File: src/rtl/vga_text_pkg.sv
// Shared constants, state encoding and bus payload for the VGA text console writer.
package vga_text_pkg;

  localparam int unsigned ADDR_W = 4;
  localparam int unsigned DATA_W = 32;

  localparam logic [ADDR_W-1:0] REG_CMD  = 4'd0;
  localparam logic [ADDR_W-1:0] REG_CHAR = 4'd1;
  localparam logic [ADDR_W-1:0] REG_X    = 4'd2;
  localparam logic [ADDR_W-1:0] REG_Y    = 4'd3;

  localparam logic [7:0] CMD_PUT   = 8'h01;
  localparam logic [7:0] CMD_CLEAR = 8'h02;

  localparam logic [7:0] CH_BS    = 8'h08;
  localparam logic [7:0] CH_LF    = 8'h0A;
  localparam logic [7:0] CH_FF    = 8'h0C;
  localparam logic [7:0] CH_CR    = 8'h0D;
  localparam logic [7:0] CH_SPACE = 8'h20;

  typedef enum logic [3:0] {
    S_IDLE,
    S_POP,
    S_WR_CHAR,
    S_WR_X,
    S_WR_Y,
    S_WR_CMD,
    S_GUARD,
    S_POLL,
    S_ADV
  } state_e;

  typedef struct packed {
    logic              we;
    logic [ADDR_W-1:0] addr;
    logic [DATA_W-1:0] data;
  } vga_wr_t;

  function automatic logic is_printable(input logic [7:0] b);
    return (b >= 8'h20) && (b <= 8'h7E);
  endfunction

endpackage

File: src/rtl/vga_char_fifo.sv
// Synchronous character FIFO with show-ahead read data, full/empty flags and fill count.
module vga_char_fifo #(
  parameter int unsigned DEPTH = 16
) (
  input  logic                       clk,
  input  logic                       rst,
  input  logic                       push,
  input  logic [7:0]                 din,
  input  logic                       pop,
  output logic [7:0]                 dout,
  output logic                       full,
  output logic                       empty,
  output logic [$clog2(DEPTH):0]     count
);

  localparam int unsigned AW = $clog2(DEPTH);
  localparam int unsigned CW = AW + 1;

  logic [7:0]    mem [DEPTH];
  logic [AW-1:0] wr_ptr;
  logic [AW-1:0] rd_ptr;
  logic [CW-1:0] cnt;
  logic          push_ok;
  logic          pop_ok;

  // a push into a full FIFO is only legal when the same cycle pops
  assign push_ok = push && (!full || pop);
  assign pop_ok  = pop && !empty;

  always_ff @(posedge clk) begin
    if (push_ok) mem[wr_ptr] <= din;
  end

  always_ff @(posedge clk) begin
    if (rst) begin
      wr_ptr <= '0;
      rd_ptr <= '0;
      cnt    <= '0;
    end else begin
      if (push_ok) wr_ptr <= wr_ptr + AW'(1);
      if (pop_ok)  rd_ptr <= rd_ptr + AW'(1);
      cnt <= cnt + CW'(push_ok) - CW'(pop_ok);
    end
  end

  assign dout  = mem[rd_ptr];
  assign full  = (cnt == CW'(DEPTH));
  assign empty = (cnt == '0);
  assign count = cnt;

endmodule

File: src/rtl/vga_text_writer.sv
// Text console front end: buffers bytes, tracks the cursor and issues one peripheral command at a time.
module vga_text_writer
  import vga_text_pkg::*;
#(
  parameter int unsigned COLS       = 80,
  parameter int unsigned ROWS       = 30,
  parameter int unsigned FIFO_DEPTH = 16,
  parameter int unsigned TIMEOUT    = 4095
) (
  input  logic        clk,
  input  logic        rst,
  input  logic        ch_valid,
  input  logic [7:0]  ch_data,
  output logic        ch_ready,
  output logic        busy,
  output logic        err,
  output logic [6:0]  cur_x,
  output logic [4:0]  cur_y,
  output logic        vga_wea,
  output logic [3:0]  vga_addra,
  output logic [31:0] vga_dina,
  input  logic [31:0] vga_douta
);

  localparam int unsigned PW = $clog2(TIMEOUT + 1);
  localparam int unsigned CW = $clog2(FIFO_DEPTH) + 1;

  state_e        state_q, state_d;
  logic [6:0]    x_q, x_d;
  logic [4:0]    y_q, y_d;
  logic [4:0]    y_inc;
  logic          err_q, err_d;
  logic [7:0]    ch_q, ch_d;
  logic          guard_q, guard_d;
  logic [PW-1:0] poll_q, poll_d;
  vga_wr_t       bus_q, bus_d;
  logic          is_bs;
  logic          pop_c;

  logic          fifo_full, fifo_empty;
  logic [7:0]    fifo_dout;
  logic [CW-1:0] fifo_count;
  logic          unused_douta;

  vga_char_fifo #(.DEPTH(FIFO_DEPTH)) u_fifo (
    .clk   (clk),
    .rst   (rst),
    .push  (ch_valid && ch_ready),
    .din   (ch_data),
    .pop   (pop_c),
    .dout  (fifo_dout),
    .full  (fifo_full),
    .empty (fifo_empty),
    .count (fifo_count)
  );

  assign is_bs = (ch_q == CH_BS);

  // next state, cursor and the bus word that the next state presents
  always_comb begin
    state_d = state_q;
    x_d     = x_q;
    y_d     = y_q;
    err_d   = err_q;
    ch_d    = ch_q;
    guard_d = guard_q;
    poll_d  = poll_q;
    pop_c   = 1'b0;
    bus_d   = '0;
    y_inc   = (y_q == 5'(ROWS - 1)) ? 5'd0 : y_q + 5'd1;

    case (state_q)
      S_IDLE: begin
        if (!fifo_empty) begin
          pop_c   = 1'b1;
          ch_d    = fifo_dout;
          state_d = S_POP;
        end
      end
      S_POP: begin
        if (is_printable(ch_q) || (is_bs && x_q != 7'd0)) begin
          state_d = S_WR_CHAR;
        end else if (ch_q == CH_FF) begin
          x_d     = '0;
          y_d     = '0;
          state_d = S_WR_CMD;
        end else if (ch_q == CH_LF) begin
          x_d     = '0;
          y_d     = y_inc;
          state_d = S_IDLE;
        end else if (ch_q == CH_CR) begin
          x_d     = '0;
          state_d = S_IDLE;
        end else begin
          state_d = S_IDLE;
        end
      end
      S_WR_CHAR: state_d = S_WR_X;
      S_WR_X:    state_d = S_WR_Y;
      S_WR_Y:    state_d = S_WR_CMD;
      S_WR_CMD: begin
        guard_d = 1'b0;
        state_d = S_GUARD;
      end
      S_GUARD: begin
        if (guard_q) begin
          poll_d  = '0;
          state_d = S_POLL;
        end else begin
          guard_d = 1'b1;
        end
      end
      S_POLL: begin
        if (vga_douta[0]) begin
          state_d = S_ADV;
        end else if (poll_q == PW'(TIMEOUT - 1)) begin
          err_d   = 1'b1;
          state_d = S_IDLE;
        end else begin
          poll_d = poll_q + PW'(1);
        end
      end
      S_ADV: begin
        if (is_bs) begin
          x_d = x_q - 7'd1;
        end else if (ch_q != CH_FF) begin
          if (x_q == 7'(COLS - 1)) begin
            x_d = '0;
            y_d = y_inc;
          end else begin
            x_d = x_q + 7'd1;
          end
        end
        state_d = S_IDLE;
      end
      default: state_d = S_IDLE;
    endcase

    case (state_d)
      S_WR_CHAR: begin
        bus_d.we   = 1'b1;
        bus_d.addr = REG_CHAR;
        bus_d.data = 32'(is_bs ? CH_SPACE : ch_q);
      end
      S_WR_X: begin
        bus_d.we   = 1'b1;
        bus_d.addr = REG_X;
        bus_d.data = 32'(is_bs ? x_q - 7'd1 : x_q);
      end
      S_WR_Y: begin
        bus_d.we   = 1'b1;
        bus_d.addr = REG_Y;
        bus_d.data = 32'(y_q);
      end
      S_WR_CMD: begin
        bus_d.we   = 1'b1;
        bus_d.addr = REG_CMD;
        bus_d.data = 32'((ch_q == CH_FF) ? CMD_CLEAR : CMD_PUT);
      end
      default: bus_d = '0;
    endcase
  end

  always_ff @(posedge clk) begin
    if (rst) begin
      state_q <= S_IDLE;
      x_q     <= '0;
      y_q     <= '0;
      err_q   <= 1'b0;
      ch_q    <= '0;
      guard_q <= 1'b0;
      poll_q  <= '0;
      bus_q   <= '0;
    end else begin
      state_q <= state_d;
      x_q     <= x_d;
      y_q     <= y_d;
      err_q   <= err_d;
      ch_q    <= ch_d;
      guard_q <= guard_d;
      poll_q  <= poll_d;
      bus_q   <= bus_d;
    end
  end

  assign ch_ready     = !fifo_full;
  assign busy         = (state_q != S_IDLE) || (fifo_count != '0);
  assign err          = err_q;
  assign cur_x        = x_q;
  assign cur_y        = y_q;
  assign vga_wea      = bus_q.we;
  assign vga_addra    = bus_q.addr;
  assign vga_dina     = bus_q.data;
  // only the idle bit of the status register matters here
  assign unused_douta = ^vga_douta[31:1];

endmodule

File: config.mk
export PLATFORM = sky130hd
export DESIGN_NAME = vga_text_writer
export DESIGN_NICKNAME = d
export VERILOG_FILES = /design/src/rtl/vga_text_pkg.sv /design/src/rtl/vga_char_fifo.sv /design/src/rtl/vga_text_writer.sv
export SDC_FILE = /design/constraint.sdc
export NUM_CORES = 1
export LEC_CHECK = 0
export ABC_AREA = 1
export ABC_CLOCK_PERIOD_IN_PS = 5700
export CAP_MARGIN = 20
export CORE_UTILIZATION = 60
export CTS_CLUSTER_DIAMETER = 40
export CTS_CLUSTER_SIZE = 25
export DETAILED_ROUTE_END_ITERATION = 7
export HOLD_SLACK_MARGIN = 0.03
export PLACE_DENSITY_LB_ADDON = 0.25
export SETUP_SLACK_MARGIN = 0.3
export SLEW_MARGIN = 20
export SYNTH_ARGS = -nofsm -noshare
export SYNTH_HDL_FRONTEND = slang
export SYNTH_HIERARCHICAL = 1
export SYNTH_SLANG_ARGS = --single-unit
File: constraint.sdc
create_clock -name clk -period 5.7 [get_ports clk]
set_input_delay 1.14 -clock clk [delete_from_list [all_inputs] [get_ports clk]]
set_output_delay 1.14 -clock clk [all_outputs]
set_load 0.05 [all_outputs]
== Yosys cells after proc, flatten, opt, wreduce, memory -nomap -nowiden ==
Memories as Yosys holds them, arrays and structs flattened. A register that Yosys moved wholly into a read port is not among the register bits.
Cells that the tools add are included.
Word-level totals
  flip-flop bits (word level): 80
  memories kept: 1
  output and inout port bits: 52
  word-level logic and storage cells: 116
  bits of input ports: 43
  bits in writable memories: 128
Memories
  u_fifo.mem: words 16, width 8, rd ports 1, clocked after memory_dff 1, write ports 1, line vga_char_fifo.sv:19  | logic [7:0] mem [DEPTH];
Operators by class
  order comparisons: 2
  multiplexer cells: 36
  equal/unequal tests: 31
  reduce and logical (&&, ||, !) cells: 23
  bitwise gates (word level): 2
  $add $sub $neg: 9
Operators by type and width (count)
  one-hot mux 37 bit (4 select lines): 1
  2-to-1 mux 7 bit: 7
  2-to-1 mux 12 bit: 3
  2-to-1 mux 5 bit: 7
  == test 8 x 4 -> 1 bit, second input constant: 4
  2-to-1 mux 32 bit: 1
  one-hot mux 4 bit (8 select lines): 1
  == test 4 x 3 -> 1 bit, second input constant: 6
  one-hot mux 12 bit (2 select lines): 1
  == test 4 x 2 -> 1 bit, second input constant: 4
  2-to-1 mux 4 bit: 4
  inequality test 2 bit, second input constant: 7
  one-hot mux 7 bit (2 select lines): 1
  adder 12 x 1 -> 12 bit, second input constant: 1
  == test 12 bit, second input constant: 1
  == test 5 bit, second input constant: 2
  one-hot mux 5 bit (2 select lines): 1
  adder 4 x 1 -> 4 bit, second input constant: 2
  >= comparator 8 x 6 -> 1 bit, second input constant: 1
  <= comparator 8 x 7 -> 1 bit, second input constant: 1
  2-to-1 mux 8 bit: 1
  inequality test 8 x 4 -> 1 bit, second input constant: 1
  AND reduction 4 bit: 2
  subtractor 7 x 1 -> 8 bit, second input constant: 1
  other kinds (27): 42

== Depth between registers and ports, before layout ==
Gate-level depths: netlist of run 1.
  depth in word-level cells: 7
  mapped depth: 19
  mapped depth without buffers: 19

== By module ==
The synthesis of run 1 kept the hierarchy.
By module, submodules not included
  vga_char_fifo: cells each 652, sequential area each 4184.0 um^2, instances 1, area each 6466.2 um^2
  vga_text_writer: cells each 451, sequential area each 1001.0 um^2, instances 1, area each 3066.7 um^2

== Worst setup path before layout of run 1 ==
OpenSTA, ideal clock, no wires.
  kind: input-to-reg
  start point: input ch_valid
  end point: register u_fifo.cnt[4], in the netlist u_fifo/count[4]
  buffers on the path: 0
  setup time: 0.113 ns
  arrival: 2.706 ns
  stages on the path: 13
  setup slack: 2.881 ns
  required time: 5.587 ns
  cell sequence: inv_1 > nor2_1 > nand2_1 > ha_1 > inv_1 > ha_1 > fa_1 > nand2_1 > a21oi_1 > nor2_1 > nand2_1 > nand2_1 > nor2_1
Between the ends
  longest elaborated chain between the ends: 4
RTL lines
  from (decl): line vga_text_writer.sv:12  | input logic ch_valid,
  logical AND 1 bit: line vga_text_writer.sv:48  | .push (ch_valid && ch_ready),
  logical AND 1 bit: line vga_char_fifo.sv:27  | assign push_ok = push && (!full || pop);
  adder 5 x 1 -> 5 bit: line vga_char_fifo.sv:42  | cnt <= cnt + CW'(push_ok) - CW'(pop_ok);
  subtractor 5 x 1 -> 5 bit: line vga_char_fifo.sv:42
  to (signal assigned): line vga_char_fifo.sv:42
  to (decl): line vga_char_fifo.sv:22  | logic [CW-1:0] cnt;
No other way between the ends.
A chain may end at the register's enable or synchronous reset.

== Final worst setup path of run 1 ==
  start point: register u_fifo.cnt[2], in the netlist u_fifo/count[2]
  end point: register u_fifo.cnt[4], in the netlist u_fifo/count[4]
Between the ends
  longest elaborated chain between the ends: 7
  elaborated cells on any way between the ends: 12
  those cells by class: 2 x add/sub; 1 x eq/ne; 2 x mux; 7 x reduce/logical
RTL lines
  zero test 5 bit (*): line vga_char_fifo.sv:48  | assign empty = (cnt == '0);
  named net fifo_empty: line vga_text_writer.sv:40  | logic fifo_full, fifo_empty;
  2-to-1 mux 1 bit (*): line vga_text_writer.sv:74  | if (!fifo_empty) begin
  2-to-1 mux 1 bit (*): line vga_text_writer.sv:72  | case (state_q)
  named net pop_c: line vga_text_writer.sv:38  | logic pop_c;
  logical OR 1 bit: line vga_char_fifo.sv:27
  logical AND 1 bit: line vga_char_fifo.sv:27
  adder 5 x 1 -> 5 bit: line vga_char_fifo.sv:42
  subtractor 5 x 1 -> 5 bit (*): line vga_char_fifo.sv:42
Mark *: on every way through the listed nets, which the timed path passes. The rest lies on a longest branch.

==> results of run 1 <==
[area by class of cell]
class	instances	area (um2)
sequential	195	5190
fill	1186	4750
multi-input combinational	670	3270
inverter	179	676
timing repair buffer	64	633
clock buffer	19	433
tap	211	264
clock inverter	13	158
[cells by family after synthesis]
group	count (synthesis)
flops	195
buf+inv	239
other cells	1
fa+ha+maj	18
xor+xnor	9
simple gates	553
compound gates	88
[state kept, by name (all words and copies together), names as in the netlist, 4 cells and up, named ones only]
signal and cells:
ch_q 8, cur_x 7, cur_y 5, poll_q 12, state_q 4, u_fifo/count 5, u_fifo/mem 128, u_fifo/rd_ptr 4
u_fifo/wr_ptr 4, vga_dina 9
[power by group through the flow]
stage               Clock [mW]  Combinational (mW)  Sequential (mW)
floorplan                    0                1.07             1.85
global placement             0                1.47             1.77
detailed placement           0                1.50             1.77
CTS                       1.21                1.53             1.74
global route              1.27                1.71             1.76
finish                    1.20                1.54             1.75
[worst reg2reg max path: stages (launching register included)]
cell and delay, ns:
dfxtp_1 0.38, inv_1 0.08, ha_1 0.26, nand3_1 0.14
inv_1 0.04, nand3b_1 0.50, inv_1 0.30, inv_1 0.11
nand4_4 0.14, nand2_1 0.09, ha_1 0.30, inv_1 0.05
ha_1 0.21, fa_1 0.40, nand2_1 0.10, a21oi_1 0.07
nor2_1 0.14, nand2_1 0.08, nand2_1 0.07, nor2_1 0.05
[synthesized netlist by cell type, types with 4 or more instances]
cell	count
nand2_1	276
inv_1	166
nand3_1	133
edfxtp_1	128
nor2_1	86
dfxtp_1	67
a21oi_1	44
buf_4	31
o21ai_0	26
buf_2	17
ha_1	17
nor3_1	13
inv_2	12
nand4_1	12
nor2_4	7
clkbuf_1	6
xor2_1	6
buf_6	5
nand2_4	5
a31oi_1	4
nor2_2	4
[per-stage QoR]
stage | util (%) | cell area, um2 | total power, mW
6_report | 69.1 | 10600 | 4.48
3_5_place_dp | 65.2 | 10000 | 3.28
5_1_grt | 69.1 | 10600 | 4.74
3_3_place_gp | 65.2 | 10000 | 3.24
2_1_floorplan | - | 9540 | 2.93
4_1_cts | 69.1 | 10600 | 4.48
[final timing paths]
kind / start / endpoint / slack [ns] / depth (start not counted)
worst max-delay path: u_fifo/count[2]$_SDFF_PP0_ / u_fifo/count[4]$_SDFF_PP0_ / 2.11 / 19
worst min-delay path: guard_q$_SDFFE_PP0P_ / guard_q$_SDFFE_PP0P_ / 0.47 / 2
worst max register to register: u_fifo/count[2]$_SDFF_PP0_ / u_fifo/count[4]$_SDFF_PP0_ / 2.11 / 19
worst min register to register: guard_q$_SDFFE_PP0P_ / guard_q$_SDFFE_PP0P_ / 0.47 / 2
[layout by cell type, fill, tap and decap left out, types with 11 or more instances in the layout]
| cell | netlist | layout |
|---|---|---|
| clkdlybuf4s50_1 | 0 | 61 |
| a21oi_1 | 44 | 44 |
| nor2_1 | 86 | 86 |
| nand4_1 | 12 | 12 |
| nand2_1 | 276 | 276 |
| inv_2 | 12 | 11 |
| ha_1 | 17 | 17 |
| clkbuf_16 | 0 | 17 |
| edfxtp_1 | 128 | 128 |
| dfxtp_1 | 67 | 66 |
| inv_1 | 166 | 166 |
| nor3_1 | 13 | 13 |
| o21ai_0 | 26 | 26 |
| nand3_1 | 133 | 133 |
[routing by layer]
layer	part of all wire, %	routed length [um]	vias to the layer above	GRT usage, %
met3	7.4	1500	36	5.26
li1	-	-	3577	-
met1	42	8670	3381	35.6
met5	0	0	-	0
met2	48	9830	314	42.6
met4	2.1	428	0	9.83
==> reports/metrics.csv, run 1 <==
stage,metric,value,unit
worst_setup_path,"delay-heaviest family, CP",simple AND/OR/NAND/NOR gates,
route,WL per Instance,15.1,um
synth,async set or reset register ratio after synthesis,0,%
timing,highest clock rate,278,MHz
route,Starting DRT DRC Count,684,
floorplan,Chip Height,128,um
route,Post-route DRC,0,
floorplan,I/O Pins,95,
route,via-per-instance ratio,5.41,
timing,minimum clock period,3.59,ns
clocking,postcts setup bufs,0,
clocking,Skew-Pair Late Insertion Delay,0.43,ns
timing,Final setup viols,0,
synth,compound-cell area share of the yosys netlist,4.99,%
power,sw power,1.69,mW
grt,global-route wire length before repair,32.8,mm
synth,number of synthesized flops with an enable pin,128,
clocking,Resized cells post-CTS,0,
timing,final hold violations,0,
timing,worst rel slew slack,38.3,%
clocking,clk buf depth,2,
worst_hold_path,worst hold path type,register to register,
worst_setup_path,crit-path cells,inv_1 > ha_1 > nand3_1 > inv_1 > nand3b_1 > inv_1 > inv_1 > nand4_4 > nand2_1 > ha_1 > inv_1 > ha_1 > fa_1 > nand2_1 > a21oi_1 > nor2_1 > nand2_1 > nand2_1 > nor2_1,
synth,most area-hungry cell type in the Yosys netlist,edfxtp_1,
synth,post-synthesis cell type count,47,
synth,proportion of netlist area held by the largest area contributor,40.3,%
synth,Synth Area in Simple Gates,25.9,%
power,Power Dens Cells,422,nW/um2
route,Pre-antenna DRT Iters,5,
placement,pre-CTS WS,2.15,ns
timing,Tightest Pin Transition,0.925,ns
worst_setup_path,CP bufs+invs,5,
clocking,CTS tree,yes,
grt,gr ovfl total,0,
clocking,clock transition at the registers of the reported paths,0.07,ns
clocking,clock sinks,195,
timing,max-slew violations,0,
worst_setup_path,Worst setup EP type,register,
power,sequential power share,39.0,%
floorplan,site row count,45,
power,Worst VDD drop,0.353,mV
synth,post-synthesis sequential area ratio,54.4,%
placement,port buffer count,61,
outcome,status,"finished, final reports clean",
worst_setup_path,CP most frequent cell,inv_1,
timing,setup ws final,2.11,ns
placement,GPL Wtd Cong,0.867,
timing,sum of negative setup slack,0,ns
floorplan,die area,16400,um2
clocking,Root Buffer,clkbuf_16,
worst_setup_path,crit path DAT,3.92,ns
synth,xor/xnor share of the synthesized area,0.827,%
worst_setup_path,worst path required time,6.03,ns
synth,Adder-Cell Fraction of Synth Area,2.44,%
route,via count,7308,
power,Int Power,2.79,mW
timing,hold_ws,0.468,ns
synth,largest family of logic cells by synthesized area,simple AND/OR/NAND/NOR gates,
clocking,H-tree lvl count,4,
clocking,hold_buf cts,0,
layout,Ant. Diodes,0,
power,sw frac,37.7,%
placement,detailed placer's ending HPWL,12.9,mm
synth,synthesized instance count,1103,
floorplan,Die W,128,um
layout,Final Instance Count excl. Fillers,1351,
worst_setup_path,Crit Path Category,register to register,
timing,fin crit share,63.0,%
floorplan,area of the core,15400,um2
synth,synth warn,6,
timing,Layout Skew,0.00525,ns
clocking,TritonCTS Buffers,17,
synth,mux share of post-synthesis cell area,0,%
synth,"FF+latch count, synth",195,
power,Leak Pwr,4.50,nW
timing,RSZ-0062 raised after global routing,no,
route,Total Wirelength,20.4,mm
layout,share of cells above drive strength 1,6.49,%
layout,nets,1188,
synth,Mapped Area,9530,um2
layout,area grow syn2layout,11.4,%
synth,largest cells by area after synthesis,"edfxtp_1, dfxtp_1, nand2_1",
grt,vias in the first global route,6643,
synth,dominant synthesized flop cell,edfxtp_1,
worst_setup_path,crit path max fanout,17,
grt,GRT Util Overall,26.4,%
worst_setup_path,Setup crit start kind,register,
grt,maximum number of pins on one net before global-route repair,66,
worst_setup_path,CP max stage delay,0.50,ns
worst_setup_path,CP max-delay cell,nand3b_1,
power,Gate power share,34.3,%
power,Clock power frac,26.8,%
placement,dpl cells,1319,
grt,initial antenna violation count,0,
job,Max-Cap Viols,0,
synth,syn avg cell area,8.64,um2
floorplan,Initial Utilization,62.0,%
route,"antenna viol nets, final",0,
Note: power is estimated with default switching activity, not from simulation.
==> run 2: changes to the inputs <==
--- a/config.mk
+++ b/config.mk
@@ -6,9 +6,9 @@
 export NUM_CORES = 1
 export LEC_CHECK = 0
 export ABC_AREA = 1
-export ABC_CLOCK_PERIOD_IN_PS = 5700
+export ABC_CLOCK_PERIOD_IN_PS = 3600
 export CAP_MARGIN = 20
-export CORE_UTILIZATION = 60
+export CORE_UTILIZATION = 57
 export CTS_CLUSTER_DIAMETER = 40
 export CTS_CLUSTER_SIZE = 25
 export DETAILED_ROUTE_END_ITERATION = 7
==> constraint.sdc (replaced) <==
create_clock -name clk -period 3.6 [get_ports clk]
set_input_delay 0.72 -clock clk [delete_from_list [all_inputs] [get_ports clk]]
set_output_delay 0.72 -clock clk [all_outputs]
set_load 0.05 [all_outputs]
==> reports/metrics.csv, run 2 (synthesis gave the netlist of run 1 again) <==
stage,metric,value,unit,change
layout,area grow syn2layout,11.8,%,
timing,fin crit share,81.0,%,+18 points
worst_setup_path,CP most frequent cell,inv_1,,
floorplan,site row count,46,,+2.2%
timing,final hold violations,0,,unchanged
route,"antenna viol nets, final",0,,unchanged
worst_setup_path,crit path max fanout,7,,-10
timing,worst rel slew slack,39.1,%,+0.82 points
floorplan,Die W,131,um,+2.6%
clocking,Skew-Pair Late Insertion Delay,0.43,ns,about the same
worst_setup_path,crit-path cells,inv_1 > ha_1 > nand3_1 > inv_1 > nand3b_1 > inv_1 > inv_1 > nand4_4 > nand2_1 > ha_1 > inv_1 > ha_1 > fa_1 > nand2_1 > a21oi_1 > nor2_1 > nand2_1 > nand2_1 > nor2_1,,
route,WL per Instance,14.4,um,-4.7%
timing,Final setup viols,0,,unchanged
layout,most frequent cells in the layout,"nand2_1, inv_1, nand3_1",,
grt,GRT Util Overall,23.9,%,-2.5 points
worst_setup_path,Setup crit start kind,register,,
job,Max-Cap Viols,0,,unchanged
worst_setup_path,worst path required time,3.93,ns,-2.10 ns
route,Post-route DRC,0,,unchanged
worst_setup_path,CP max-delay cell,fa_1,,
placement,pre-CTS WS,0.541,ns,-1.61 ns
clocking,Root Buffer,clkbuf_16,,
layout,"commonest non-fill, non-tap cell in the layout",nand2_1,,
grt,global-route wire length before repair,32.4,mm,-1.2%
clocking,TritonCTS Buffers,17,,unchanged
grt,GRT met1 Usage,32.0,%,-3.6 points
timing,Tightest Pin Transition,0.913,ns,-0.0113 ns
grt,initial antenna violation count,0,,unchanged
clocking,CTS tree,yes,,
grt,gr ovfl total,0,,unchanged
timing,setup ws final,0.686,ns,-1.42 ns
floorplan,Chip Height,131,um,+2.6%
worst_setup_path,Crit Path Category,register to register,,
worst_hold_path,worst hold path type,register to register,,
layout,fillers,1313,,+11%
clocking,clk buf depth,2,,unchanged
layout,Ant. Diodes,0,,unchanged
route,Pre-antenna DRT Iters,5,,unchanged
worst_setup_path,CP max stage delay,0.40,ns,-0.10 ns
route,via-per-instance ratio,5.30,,-1.9%
floorplan,Initial Utilization,59.2,%,-2.9 points
worst_setup_path,"delay-heaviest family, CP",adder cells,,
worst_setup_path,Worst setup EP type,register,,
grt,vias in the first global route,6639,,-0.060%
clocking,Resized cells post-CTS,0,,unchanged
layout,max reg flops,128,,unchanged
clocking,clock sinks,195,,unchanged
placement,detailed placer's ending HPWL,12.9,mm,about the same
outcome,status,"finished, final reports clean",,
placement,GPL Wtd Cong,0.875,,+0.89%
clocking,H-tree lvl count,4,,unchanged
grt,GR peak layer,met2,,
timing,highest clock rate,343,MHz,+23%
grt,maximum number of pins on one net before global-route repair,65,,-1.5%
worst_setup_path,crit path DAT,3.24,ns,-0.68 ns
grt,met3 global-route usage,4.67,%,-0.59 points
floorplan,die area,17200,um2,+5.2%
floorplan,I/O Pins,95,,unchanged
timing,max-slew violations,0,,unchanged
clocking,clock transition at the registers of the reported paths,0.07,ns,about the same
layout,final instance area,10700,um2,+0.37%
timing,minimum clock period,2.91,ns,-0.677 ns
floorplan,area of the core,16100,um2,+4.8%
clocking,postcts setup bufs,0,,unchanged
timing,sum of negative setup slack,0,ns,unchanged
timing,RSZ-0062 raised after global routing,no,,
timing,Layout Skew,0.00984,ns,+0.00459 ns
layout,share of cells above drive strength 1,7.24,%,+0.75 points
power,Total Power,7.02,mW,+57%
layout,final core utilization,66.1,%,-2.9 points
clocking,hold_buf cts,0,,unchanged
power,Power Dens Cells,658,nW/um2,+56%
placement,placed inst area,10100,um2,+0.59%
power,Leak Pwr,4.53,nW,+0.63%
layout,Biggest register,u_fifo/mem,,
route,Total Wirelength,19.6,mm,-3.9%
placement,port buffer count,61,,unchanged
grt,M2 GR Usage,38.7,%,-3.9 points
worst_setup_path,CP bufs+invs,5,,unchanged
layout,nets,1195,,+0.59%
route,via count,7230,,-1.1%
power,Worst VDD drop,0.376,mV,+6.4%
route,Starting DRT DRC Count,720,,+5.3%
[run 2: area by class of cell]
class,instances,area (um2),share of cell area [%]
Sequential cell,195,5190,48.7
Multi-Input combinational cell,670,3270,30.7
Timing Repair Buffer,71,686,6.43
Inverter,179,676,6.34
Clock buffer,17,425,3.99
Tap cell,216,270,2.54
Clock inverter,15,145,1.36
[run 2: tightest hold or removal path, cell delays in order (launching register included)]
cell	delay (ns)
dfxtp_1	0.31
nand2_1	0.06
a21oi_1	0.05
[run 2: final timing paths]
check,startpoint,endpoint,slack (ns),depth (start not counted)
setup / recovery,u_fifo/count[2]$_SDFF_PP0_,u_fifo/count[4]$_SDFF_PP0_,0.69,19
hold reg to reg,guard_q$_SDFFE_PP0P_,guard_q$_SDFFE_PP0P_,0.47,2
setup reg to reg,u_fifo/count[2]$_SDFF_PP0_,u_fifo/count[4]$_SDFF_PP0_,0.69,19
hold / removal,guard_q$_SDFFE_PP0P_,guard_q$_SDFFE_PP0P_,0.47,2
[run 2: metrics by stage]
step	std cells	hold slack, ns
final	1363	0.469
after global placement	1331	0.449
after floorplan	1104	0.440
after CTS	1363	0.467
after global routing	1363	0.490
after detailed placement	1331	0.457
[run 2: routing by layer]
metal | vias to the layer above | share of wire, %
li1 | 3593 | -
met1 | 3364 | 44
met2 | 241 | 48
met3 | 32 | 6.3
met4 | 0 | 1.9
met5 | - | 0
[run 2: where the power goes]
group          switching (mW)  total, mW  leakage, nW  internal (mW)
Clock                   0.871       1.84        0.278          0.974
Combinational            1.67       2.42         2.55          0.751
Sequential              0.166       2.75         1.70           2.59
Total                    2.70       7.02         4.53           4.31
